<file path="config.mk">
export PLATFORM = sky130hd
export DESIGN_NAME = ddr5_cmd_issue_queue
export DESIGN_NICKNAME = d
export VERILOG_FILES = /design/src/rtl/ddr5_ctrl_pkg.sv /design/src/rtl/ddr5_bypass_picker.sv /design/src/rtl/ddr5_cmd_issue_queue.sv
export SDC_FILE = /design/constraint.sdc
export NUM_CORES = 1
export LEC_CHECK = 0
export ABC_AREA = 0
export BUFFER_PORTS_ARGS = -buffer_cell sky130_fd_sc_hd__buf_2
export CAP_MARGIN = 20
export CORE_UTILIZATION = 40
export CTS_CLUSTER_DIAMETER = 60
export CTS_CLUSTER_SIZE = 30
export DETAILED_ROUTE_END_ITERATION = 10
export GPL_ROUTABILITY_DRIVEN = 0
export RECOVER_POWER = 100
export SETUP_SLACK_MARGIN = 0.4
export SLEW_MARGIN = 20
export SYNTH_ARGS = -nofsm -noshare
export SYNTH_HDL_FRONTEND = slang
export SYNTH_SLANG_ARGS = --single-unit
</file>
<file path="constraint.sdc">
create_clock -name clk -period 5.3 [get_ports clk]
set_input_delay 0.265 -clock clk [delete_from_list [all_inputs] [get_ports clk]]
set_output_delay 0.265 -clock clk [all_outputs]
set_load 0.005 [all_outputs]
</file>
<file path="src/rtl/ddr5_ctrl_pkg.sv">
// rtl/ddr5_ctrl_pkg.sv - DDR5 command encoding, queue entry type and issue-queue FSM states
package ddr5_ctrl_pkg;

  // Entries carry the widest address any channel configuration uses; the queue slices it back down.
  localparam int ADDR_MAX_W = 32;

  typedef enum logic [3:0] {
    CMD_NOP = 4'd0,
    CMD_ACT = 4'd1,
    CMD_RD  = 4'd2,
    CMD_WR  = 4'd3,
    CMD_PRE = 4'd4,
    CMD_REF = 4'd5,
    CMD_MRS = 4'd6
  } cmd_type_e;

  typedef enum logic [1:0] {
    EMPTY,
    HEAD,
    BYPASS
  } iq_state_e;

  typedef struct packed {
    cmd_type_e             cmd;
    logic [4:0]            bank;
    logic [2:0]            bg;
    logic                  rank;
    logic [ADDR_MAX_W-1:0] addr;
    logic [7:0]            age;
  } queue_entry_t;

  function automatic logic is_bypassable(cmd_type_e c);
    return (c == CMD_RD) || (c == CMD_WR) || (c == CMD_PRE);
  endfunction

  function automatic logic is_barrier(cmd_type_e c);
    return (c == CMD_REF) || (c == CMD_MRS);
  endfunction

endpackage

</file>
<file path="src/rtl/ddr5_bypass_picker.sv">
// rtl/ddr5_bypass_picker.sv - finds the oldest RD/WR/PRE that may safely overtake the stalled head
import ddr5_ctrl_pkg::*;

module ddr5_bypass_picker #(
  parameter int DEPTH = 8
) (
  input  queue_entry_t             entries [DEPTH],
  input  logic [DEPTH-1:0]         valid,
  output logic                     candidate_found,
  output logic [$clog2(DEPTH)-1:0] candidate_idx
);

  localparam int IW = $clog2(DEPTH);

  // Walk from the tail down so the lowest qualifying index is the one left standing.
  always_comb begin
    candidate_found = 1'b0;
    candidate_idx   = '0;
    for (int k = DEPTH - 1; k >= 1; k--) begin
      logic hit;
      hit = valid[k] && is_bypassable(entries[k].cmd);
      for (int j = 0; j < DEPTH; j++) begin
        if (j < k && (is_barrier(entries[j].cmd) ||
                      {entries[j].rank, entries[j].bg, entries[j].bank} ==
                      {entries[k].rank, entries[k].bg, entries[k].bank})) begin
          hit = 1'b0;
        end
      end
      if (hit) begin
        candidate_found = 1'b1;
        candidate_idx   = IW'(k);
      end
    end
  end

  logic unused_fields;
  always_comb begin
    unused_fields = valid[0];
    for (int i = 0; i < DEPTH; i++) begin
      unused_fields = unused_fields ^ (^{entries[i].addr, entries[i].age});
    end
  end

endmodule

</file>
<file path="src/rtl/ddr5_cmd_issue_queue.sv">
// rtl/ddr5_cmd_issue_queue.sv - aging collapsing command queue feeding the hazard engine, with ACT bypass
import ddr5_ctrl_pkg::*;

module ddr5_cmd_issue_queue #(
  parameter int DEPTH        = 8,
  parameter int ADDR_WIDTH   = 17,
  parameter int BYPASS_AFTER = 4
) (
  input  logic                         clk,
  input  logic                         rst,
  input  logic                         bypass_enable,
  input  logic                         in_valid,
  output logic                         in_ready,
  input  logic [3:0]                   in_cmd,
  input  logic [4:0]                   in_bank,
  input  logic [2:0]                   in_bg,
  input  logic                         in_rank,
  input  logic [ADDR_WIDTH-1:0]        in_addr,
  output logic                         req_valid,
  output logic [3:0]                   req_cmd,
  output logic [4:0]                   req_bank,
  output logic [2:0]                   req_bg,
  output logic                         req_rank,
  output logic [ADDR_WIDTH-1:0]        req_addr,
  output logic [7:0]                   req_priority,
  input  logic                         req_ready,
  output logic [$clog2(DEPTH+1)-1:0]   occupancy,
  output logic [31:0]                  cnt_bypass_events
);

  localparam int CW = $clog2(DEPTH + 1);
  localparam int IW = $clog2(DEPTH);
  localparam int SW = $clog2(BYPASS_AFTER + 1);
  localparam logic [CW-1:0] DEPTH_C   = CW'(DEPTH);
  localparam logic [SW-1:0] STALL_MAX = SW'(BYPASS_AFTER);

  queue_entry_t      entries      [DEPTH];
  queue_entry_t      aged         [DEPTH+1];
  queue_entry_t      entries_next [DEPTH];
  queue_entry_t      new_entry;
  queue_entry_t      head;
  logic [DEPTH-1:0]  valid;
  logic [CW-1:0]     count, count_next, wr_pos;
  logic [IW-1:0]     sel_idx, sel_next, cand_idx;
  logic [SW-1:0]     stall_cnt, stall_next;
  iq_state_e         state, state_next;
  logic              cand_found, accept, push;

  assign in_ready  = count < DEPTH_C;
  assign occupancy = count;
  assign req_valid = state != EMPTY;
  assign accept    = req_valid && req_ready;
  // NOP completes the handshake but never occupies a slot.
  assign push      = in_valid && in_ready && (in_cmd != 4'(CMD_NOP));
  assign count_next = count + CW'(push) - CW'(accept);
  assign wr_pos     = count - CW'(accept);

  assign head         = entries[sel_idx];
  assign req_cmd      = req_valid ? head.cmd : 4'd0;
  assign req_bank     = req_valid ? head.bank : 5'd0;
  assign req_bg       = req_valid ? head.bg : 3'd0;
  assign req_rank     = req_valid && head.rank;
  assign req_addr     = req_valid ? head.addr[ADDR_WIDTH-1:0] : '0;
  assign req_priority = req_valid ? head.age : 8'd0;

  logic unused_addr_hi;
  assign unused_addr_hi = |(head.addr >> ADDR_WIDTH);

  always_comb begin
    new_entry      = '0;
    new_entry.cmd  = cmd_type_e'(in_cmd);
    new_entry.bank = in_bank;
    new_entry.bg   = in_bg;
    new_entry.rank = in_rank;
    new_entry.addr = ADDR_MAX_W'(in_addr);
  end

  // Age, collapse over the removed slot, then drop the new entry just past the survivors.
  always_comb begin
    aged[DEPTH] = '0;
    for (int i = 0; i < DEPTH; i++) begin
      valid[i] = CW'(i) < count;
      aged[i]  = entries[i];
      if (valid[i] && entries[i].age != 8'hFF) aged[i].age = entries[i].age + 8'd1;
    end
    for (int i = 0; i < DEPTH; i++) begin
      if (accept && IW'(i) >= sel_idx) entries_next[i] = aged[i+1];
      else                             entries_next[i] = aged[i];
      if (push && CW'(i) == wr_pos)    entries_next[i] = new_entry;
    end
  end

  ddr5_bypass_picker #(.DEPTH(DEPTH)) u_picker (
    .entries         (entries),
    .valid           (valid),
    .candidate_found (cand_found),
    .candidate_idx   (cand_idx)
  );

  always_comb begin
    state_next = state;
    sel_next   = sel_idx;
    stall_next = stall_cnt;
    unique case (state)
      EMPTY: begin
        sel_next   = '0;
        stall_next = '0;
        if (count_next != '0) state_next = HEAD;
      end
      HEAD: begin
        sel_next = '0;
        if (accept) begin
          stall_next = '0;
          if (count_next == '0) state_next = EMPTY;
        end else begin
          if (stall_cnt != STALL_MAX) stall_next = stall_cnt + SW'(1);
          if (bypass_enable && entries[0].cmd == CMD_ACT &&
              stall_cnt == STALL_MAX && cand_found) begin
            state_next = BYPASS;
            sel_next   = cand_idx;
          end
        end
      end
      BYPASS: begin
        if (accept) begin
          stall_next = '0;
          sel_next   = '0;
          state_next = (count_next == '0) ? EMPTY : HEAD;
        end
      end
      default: state_next = EMPTY;
    endcase
  end

  always_ff @(posedge clk) begin
    if (rst) begin
      state             <= EMPTY;
      sel_idx           <= '0;
      stall_cnt         <= '0;
      count             <= '0;
      cnt_bypass_events <= '0;
      for (int i = 0; i < DEPTH; i++) entries[i] <= '0;
    end else begin
      state     <= state_next;
      sel_idx   <= sel_next;
      stall_cnt <= stall_next;
      count     <= count_next;
      for (int i = 0; i < DEPTH; i++) entries[i] <= entries_next[i];
      if (state == BYPASS && accept) cnt_bypass_events <= cnt_bypass_events + 32'd1;
    end
  end

endmodule

</file>
# Word level (Yosys, flattened, before mapping)
# Cells that the tools add are included.
dict set report classes {
  muxes 88
  n_bitwise 1
  n_eq_ne 88
  addsub 13
  n_lt_le_gt_ge 18
  n_reduce_logical 115
}
# op n
set op_table {}
lappend op_table {{53-bit two-way mux} 18}
lappend op_table {{9-bit == test} 28}
lappend op_table {{53-bit binary-select mux with 3-bit select} 1}
lappend op_table {{4-bit by 3-bit == test with 1-bit output (second input constant)} 21}
lappend op_table {{8-bit two-way mux} 9}
lappend op_table {{8-bit by 1-bit adder with 8-bit output (second input constant)} 8}
lappend op_table {{8-bit != test (second input constant)} 8}
lappend op_table {{4-bit by 2-bit == test with 1-bit output (second input constant)} 14}
lappend op_table {{1-bit logical OR} 49}
lappend op_table {{1-bit logical AND} 39}
lappend op_table {{3-bit two-way mux} 13}
lappend op_table {{1-bit two-way mux} 36}
lappend op_table {{32-bit by 1-bit adder with 32-bit output (second input constant)} 1}
lappend op_table {{2-bit nonzero test} 10}
lappend op_table {{3-bit case mux with 3 select lines} 2}
lappend op_table {{17-bit two-way mux} 1}
lappend op_table {{3-bit by 4-bit == test with 1-bit output (first input constant)} 4}
lappend op_table {{3-bit by 4-bit less-than comparator with 1-bit output (first input constant)} 4}
lappend op_table {{2-bit OR reduction} 7}
lappend op_table {{3-bit greater-or-equal comparator (first input constant)} 4}
lappend op_table {{3-bit != test (second input constant)} 4}
lappend op_table {{2-bit two-way mux} 5}
lappend op_table {{2-bit by 4-bit == test with 1-bit output (first input constant)} 2}
lappend op_table {{4-bit zero test} 2}
lappend op_table {{26 further kinds} 33}
dict set report word_totals {
  elab_cells 376
  input_bits 35
  ff_bits 348
  out_inout_bits 76
}

# Depth between registers and ports, before layout
dict set report logic_depth {
  ltp_word 22
  mapped_depth 15
  mapped_depth_nobuf 15
}

# By module
# A second synthesis with hierarchy kept.
dict set report unflattened {
  hier_cells 2605
  hier_area_um2 22166.3
}
# module cells_each instances area_per_inst_um2 seq_area_each_um2
set by_module_without_submodules {}
lappend by_module_without_submodules {ddr5_cmd_issue_queue 2134 1 18622.9 6966.7}
lappend by_module_without_submodules {ddr5_bypass_picker 471 1 3543.4 0.0}

# Worst setup path before layout
# No wires, ideal clock.
dict set report synth_path {
  path_kind {register -> register}
  startpoint {register state[1]}
  endpoint {register, netlist name entries[166]}
  synth_period_minus_slack_ps 2608
  setup_ps 133
  t_arrival_ps 2475
  path_stages_with_launch 14
  setup_slack_ps 2692
  n_path_buf 2
  required_ps 5167
  path_cell_list {dfxtp_1 nor2_1 inv_1 nand2_1 inv_2 ha_1 ha_1 inv_1 or2_2 or3_1 buf_2 nand2b_1 clkbuf_1 a211oi_1}
}
dict set report synth_between {
  elab_chain_cells 6
  elab_cells_between_ends 8
  classes_between {add/sub: 1; eq/ne: 1; mux: 1; reduce/logical: 5}
}
# element line
set synth_lines {}
lappend synth_lines {{from (decl)} ddr5_cmd_issue_queue.sv:46} ;# iq_state_e state, state_next;
lappend synth_lines {{from (signal assigned)} ddr5_cmd_issue_queue.sv:144} ;# state <= state_next;
lappend synth_lines {{2-bit nonzero test (*)} ddr5_cmd_issue_queue.sv:51} ;# assign req_valid = state != EMPTY;
lappend synth_lines {{via req_valid} ddr5_cmd_issue_queue.sv:19} ;# output logic req_valid,
lappend synth_lines {{1-bit logical AND (*)} ddr5_cmd_issue_queue.sv:52} ;# assign accept = req_valid && req_ready;
lappend synth_lines {{4-bit by 1-bit subtractor with 4-bit output} ddr5_cmd_issue_queue.sv:56} ;# assign wr_pos = count - CW'(accept);
lappend synth_lines {{3-bit by 4-bit == test with 1-bit output} ddr5_cmd_issue_queue.sv:89} ;# if (push && CW'(i) == wr_pos) entries_next[i] = new_entry;
lappend synth_lines {{1-bit logical AND} ddr5_cmd_issue_queue.sv:89}
lappend synth_lines {{2-bit OR reduction (no source line)} n/a}
# Mark *: on every way through the listed nets, which the timed path passes. The rest lies on a longest branch. The select of a mux whose other input is x is not followed.
# A chain may end at the register's enable or synchronous reset.

# Final worst setup path
dict set report layout_path {
  startpoint {register state[1]}
  endpoint {register, netlist name aged[179]}
}
dict set report layout_between {
  elab_chain_cells 6
  elab_cells_between_ends 8
  classes_between {add/sub: 1; eq/ne: 1; mux: 1; reduce/logical: 5}
}
# element line
set layout_lines {}
lappend layout_lines {{2-bit nonzero test (*)} ddr5_cmd_issue_queue.sv:51}
lappend layout_lines {{1-bit logical AND (*)} ddr5_cmd_issue_queue.sv:52}
lappend layout_lines {{4-bit by 1-bit subtractor with 4-bit output} ddr5_cmd_issue_queue.sv:56}
lappend layout_lines {{3-bit by 4-bit == test with 1-bit output} ddr5_cmd_issue_queue.sv:89}
lappend layout_lines {{1-bit logical AND} ddr5_cmd_issue_queue.sv:89}
lappend layout_lines {{53-bit two-way mux or 2-bit nonzero test (tied branches)} n/a}
# Mark *: on every way between the ends. The rest lies on a longest branch, timed or not.

==> results by group <==
Die
  – Ports: 111
  – Die span in y: 234 um
  – Die X-Extent: 234 um
  – Initial Utilization: 0.407
  – # rows: 84
  – Die Area: 54,700 um2
  – Core ar.: 52,900 um2

Timing
  – Peak Freq: 223 MHz
  – Slew headroom: -0.472
  – Worst slew pin tran: 2.21 ns
  – Total negative setup slack: 0 ns
  – Endpoints failing hold: 0
  – Skew final: 0.0259 ns
  – Min cycle time layout: 4.47 ns
  – Slew Viols, Final: 262
  – Final setup fails: 0
  – RSZ-0062 raised after global routing: no
  – Tcrit/Tclk final: 0.844

Clock tree
  – Root buffer cell: clkbuf_16
  – CTS clock-pin slew for the worst setup and hold paths: 0.08 ns
  – Post-CTS Setup Repair Bufs: 0
  – Clk_lat worst skew: 0.59 ns
  – CTS sink count: 348
  – CTS tree: yes
  – H-tree depth: 2
  – Num CTS Buffers: 36
  – Clock Path Buffers: 3

Setup path
  – Crit Path Max Fanout: 42
  – Worst R2R Path Depth: 12
  – Worst EP required: 5.78 ns
  – Kind of critical path: register to register
  – CP arrival: 4.96 ns
  – Crit start category: register
  – Worst R2R Start: state[1]
  – Critical path launch point: state[1]
  – Worst R2R End: aged[179]
  – Worst setup EP type: register
  – Reg-to-reg setup timing slack: 0.83 ns

Routing
  – DRC: 4
  – Drt pass-1 iters: 8
  – Remaining antenna violation count: 0
  – Wire per inst: 23.3 um
  – Via count: 19,300
  – Initial detailed-routing violation count: 1,815
  – Final WL: 73,500 um
  – Vias per cell: 6.11

Global routing
  – Number of global-route vias before repair: 18,600
  – Largest net degree at the start of global routing: 164
  – Total gr overflow: 0
  – Gr usage total: 0.267
  – Initial antenna violation count: 4
  – First-pass GRT wire length: 112,000 um

Status
  – Failing checks: design-rule violations, max-capacitance violations, max-slew violations
  – Status: finished with violations

Yosys
  – EDFF count, synth: 0
  – Post-synth top area cell: dfxtp_1
  – Synth cell types: 60
  – Primary FF master, synth: dfxtp_1
  – Synthesis-stage register bit count: 348
  – Average footprint of a synthesized cell: 8.51 um2
  – Post-synth ARST share: 0
  – Most numerous cell in the Yosys netlist: nand2_1
  – Synth Instances: 2,528
  – Seq/Total Area, Yosys: 0.324
  – Synth top area cells: dfxtp_1 32%, mux4_2 8.0%, xor2_1 7.9%
  – Post-synth top cells: 364 x nand2_1, 357 x nor2_1, 348 x dfxtp_1, 195 x xor2_1, 150 x a311oi_1
  – Post-Synthesis Cell Area: 21,500 um2
  – Synth warn: 0
  – Syn_nets: 2,584
  – Post-synth top area share: 0.324

Layout
  – Number of antenna repair diodes: 0
  – Fin nets: 2,500
  – Register area: 6980 um2
  – FILL cells: 5,208
  – Layout area overhead: 7.92%
  – Non-filler cells, final: 3,158
  – Share of cells above drive strength 1: 0.102
  – Multi-input logic area: 13,300 um2

Run
  – # Max-Cap Violations: 8

Power and ir drop
  – PD cells: 465 nW/um2
  – P_leak: 0.00864 uW
  – Maximum VDD drop: 219 uV

Worst hold path
  – Hold path endpoint: aged[66]
  – Hold depth: 2
  – Hold crit path type: input pin to register
  – Min-Delay Startpoint: in_addr[5]

Place
  – Dpl hpwl: 47,400 um
  – Placed cell count: 3,090
  – Port Buf Inserts: 110
## timing repair
action | in CTS | in global routing
hold endpoints to repair | 3 | 0
hold buffers | 3 | 0
gates resized for setup | 0 | 0
## placed cells by master (no fill, tap or decap), types with 6 or more instances in the layout
| cell | Yosys | routed |
|---|---|---|
| a311oi_1 | 150 | 150 |
| ha_1 | 20 | 20 |
| clkbuf_1 | 113 | 59 |
| a21oi_1 | 27 | 26 |
| clkbuf_16 | 0 | 37 |
| a22o_1 | 25 | 25 |
| clkinv_8 | 0 | 6 |
| mux2i_1 | 113 | 113 |
| or3_1 | 15 | 13 |
| buf_2 | 135 | 55 |
| nand3_1 | 51 | 51 |
| nor2_1 | 357 | 355 |
| nand2b_1 | 11 | 10 |
| clkbuf_2 | 0 | 8 |
| nor2b_1 | 13 | 13 |
| and2_1 | 18 | 12 |
| a211oi_1 | 107 | 107 |
| o21ai_0 | 9 | 9 |
| dfxtp_1 | 348 | 345 |
| mux4_2 | 76 | 76 |
| nor3_1 | 28 | 29 |
| nand4_1 | 55 | 55 |
| nand2_1 | 364 | 363 |
| and3_1 | 17 | 16 |
| nor4_1 | 32 | 32 |
| a31oi_1 | 8 | 8 |
| and2_0 | 0 | 6 |
| xnor2_1 | 149 | 149 |
| inv_1 | 24 | 25 |
| xor2_1 | 195 | 195 |
| buf_4 | 4 | 16 |
## flip-flops by register name, indices dropped and copies added, names as in the netlist
register and cells:
stall_cnt 3, aged 240, state 2, cnt_bypass_events 32, occupancy 4, entries 64
sel_idx 3
## per-layer routing
layer	track usage	vias up	part of all wire
met2	0.422	876	0.46
met4	0.121	4	0.039
met3	0.0441	211	0.083
met1	0.356	9512	0.42
met5	0	-	0.00038
li1	-	8708	-
## where the power goes
group | internal, uW | total, uW | leakage [uW] | switching [uW]
registers | 3090 | 4040 | 0.00282 | 947
clock network | 1430 | 2750 | 0.000611 | 1310
logic | 1660 | 4030 | 0.00521 | 2370
total | 6180 | 10800 | 0.00864 | 4630
## how the worst max path moves through the flow
| stage | end | slack (ns) | depth (start not counted) |
|---|---|---|---|
| floorplan | entries[166] | 2.69 | 13 |
| global placement | entries[319] | 1.61 | 13 |
| detailed placement | entries[319] | 1.54 | 13 |
| CTS | entries[319] | 1.55 | 13 |
| global route | aged[179] | 0.66 | 12 |
| finish | aged[179] | 0.83 | 12 |
## through the flow
stage	hold WS [ns]	util	setup slack (ns)	instance area, um2	total power [uW]
6_report	0.0315	0.439	0.825	23200	10800
5_1_grt	0.0345	0.439	0.657	23200	11300
4_1_cts	0.00566	0.441	1.55	23300	10800
3_5_place_dp	0.484	0.417	1.54	22000	8020
3_3_place_gp	0.475	0.417	1.61	22000	7890
2_1_floorplan	0.343	-	2.69	21500	6660
## final cells by class
cell class                 count  share of cell area
clock inverter                23              0.0135
inverter                      26             0.00420
tap                          688              0.0371
sequential                   348               0.300
multi-input combinational   1890               0.572
clock buffer                  41              0.0409
timing repair buffer         142              0.0319
## cells by family (layout without fill, tap and decap cells)
kind of cell    after synthesis  after routing  synth area share
compound gates              342            342             0.126
xor+xnor                    344            344             0.140
fa+ha+maj                    21             21            0.0126
buf+inv                     290            232            0.0605
flops                       348            348             0.324
mux                         194            194             0.135
simple gates                989            989             0.202
## worst max-delay path: stages (launching register included)
cell      delay [ns]
dfxtp_1         0.37
nor2_4          0.12
inv_1           0.07
nand2_1         0.34
inv_1           0.29
ha_1            0.28
ha_1            0.29
inv_1           0.04
or2_2           0.31
inv_1           0.10
nand3_1         0.83
clkbuf_2        0.85
a311oi_1        0.45
Note: power is estimated with default switching activity, not from simulation.
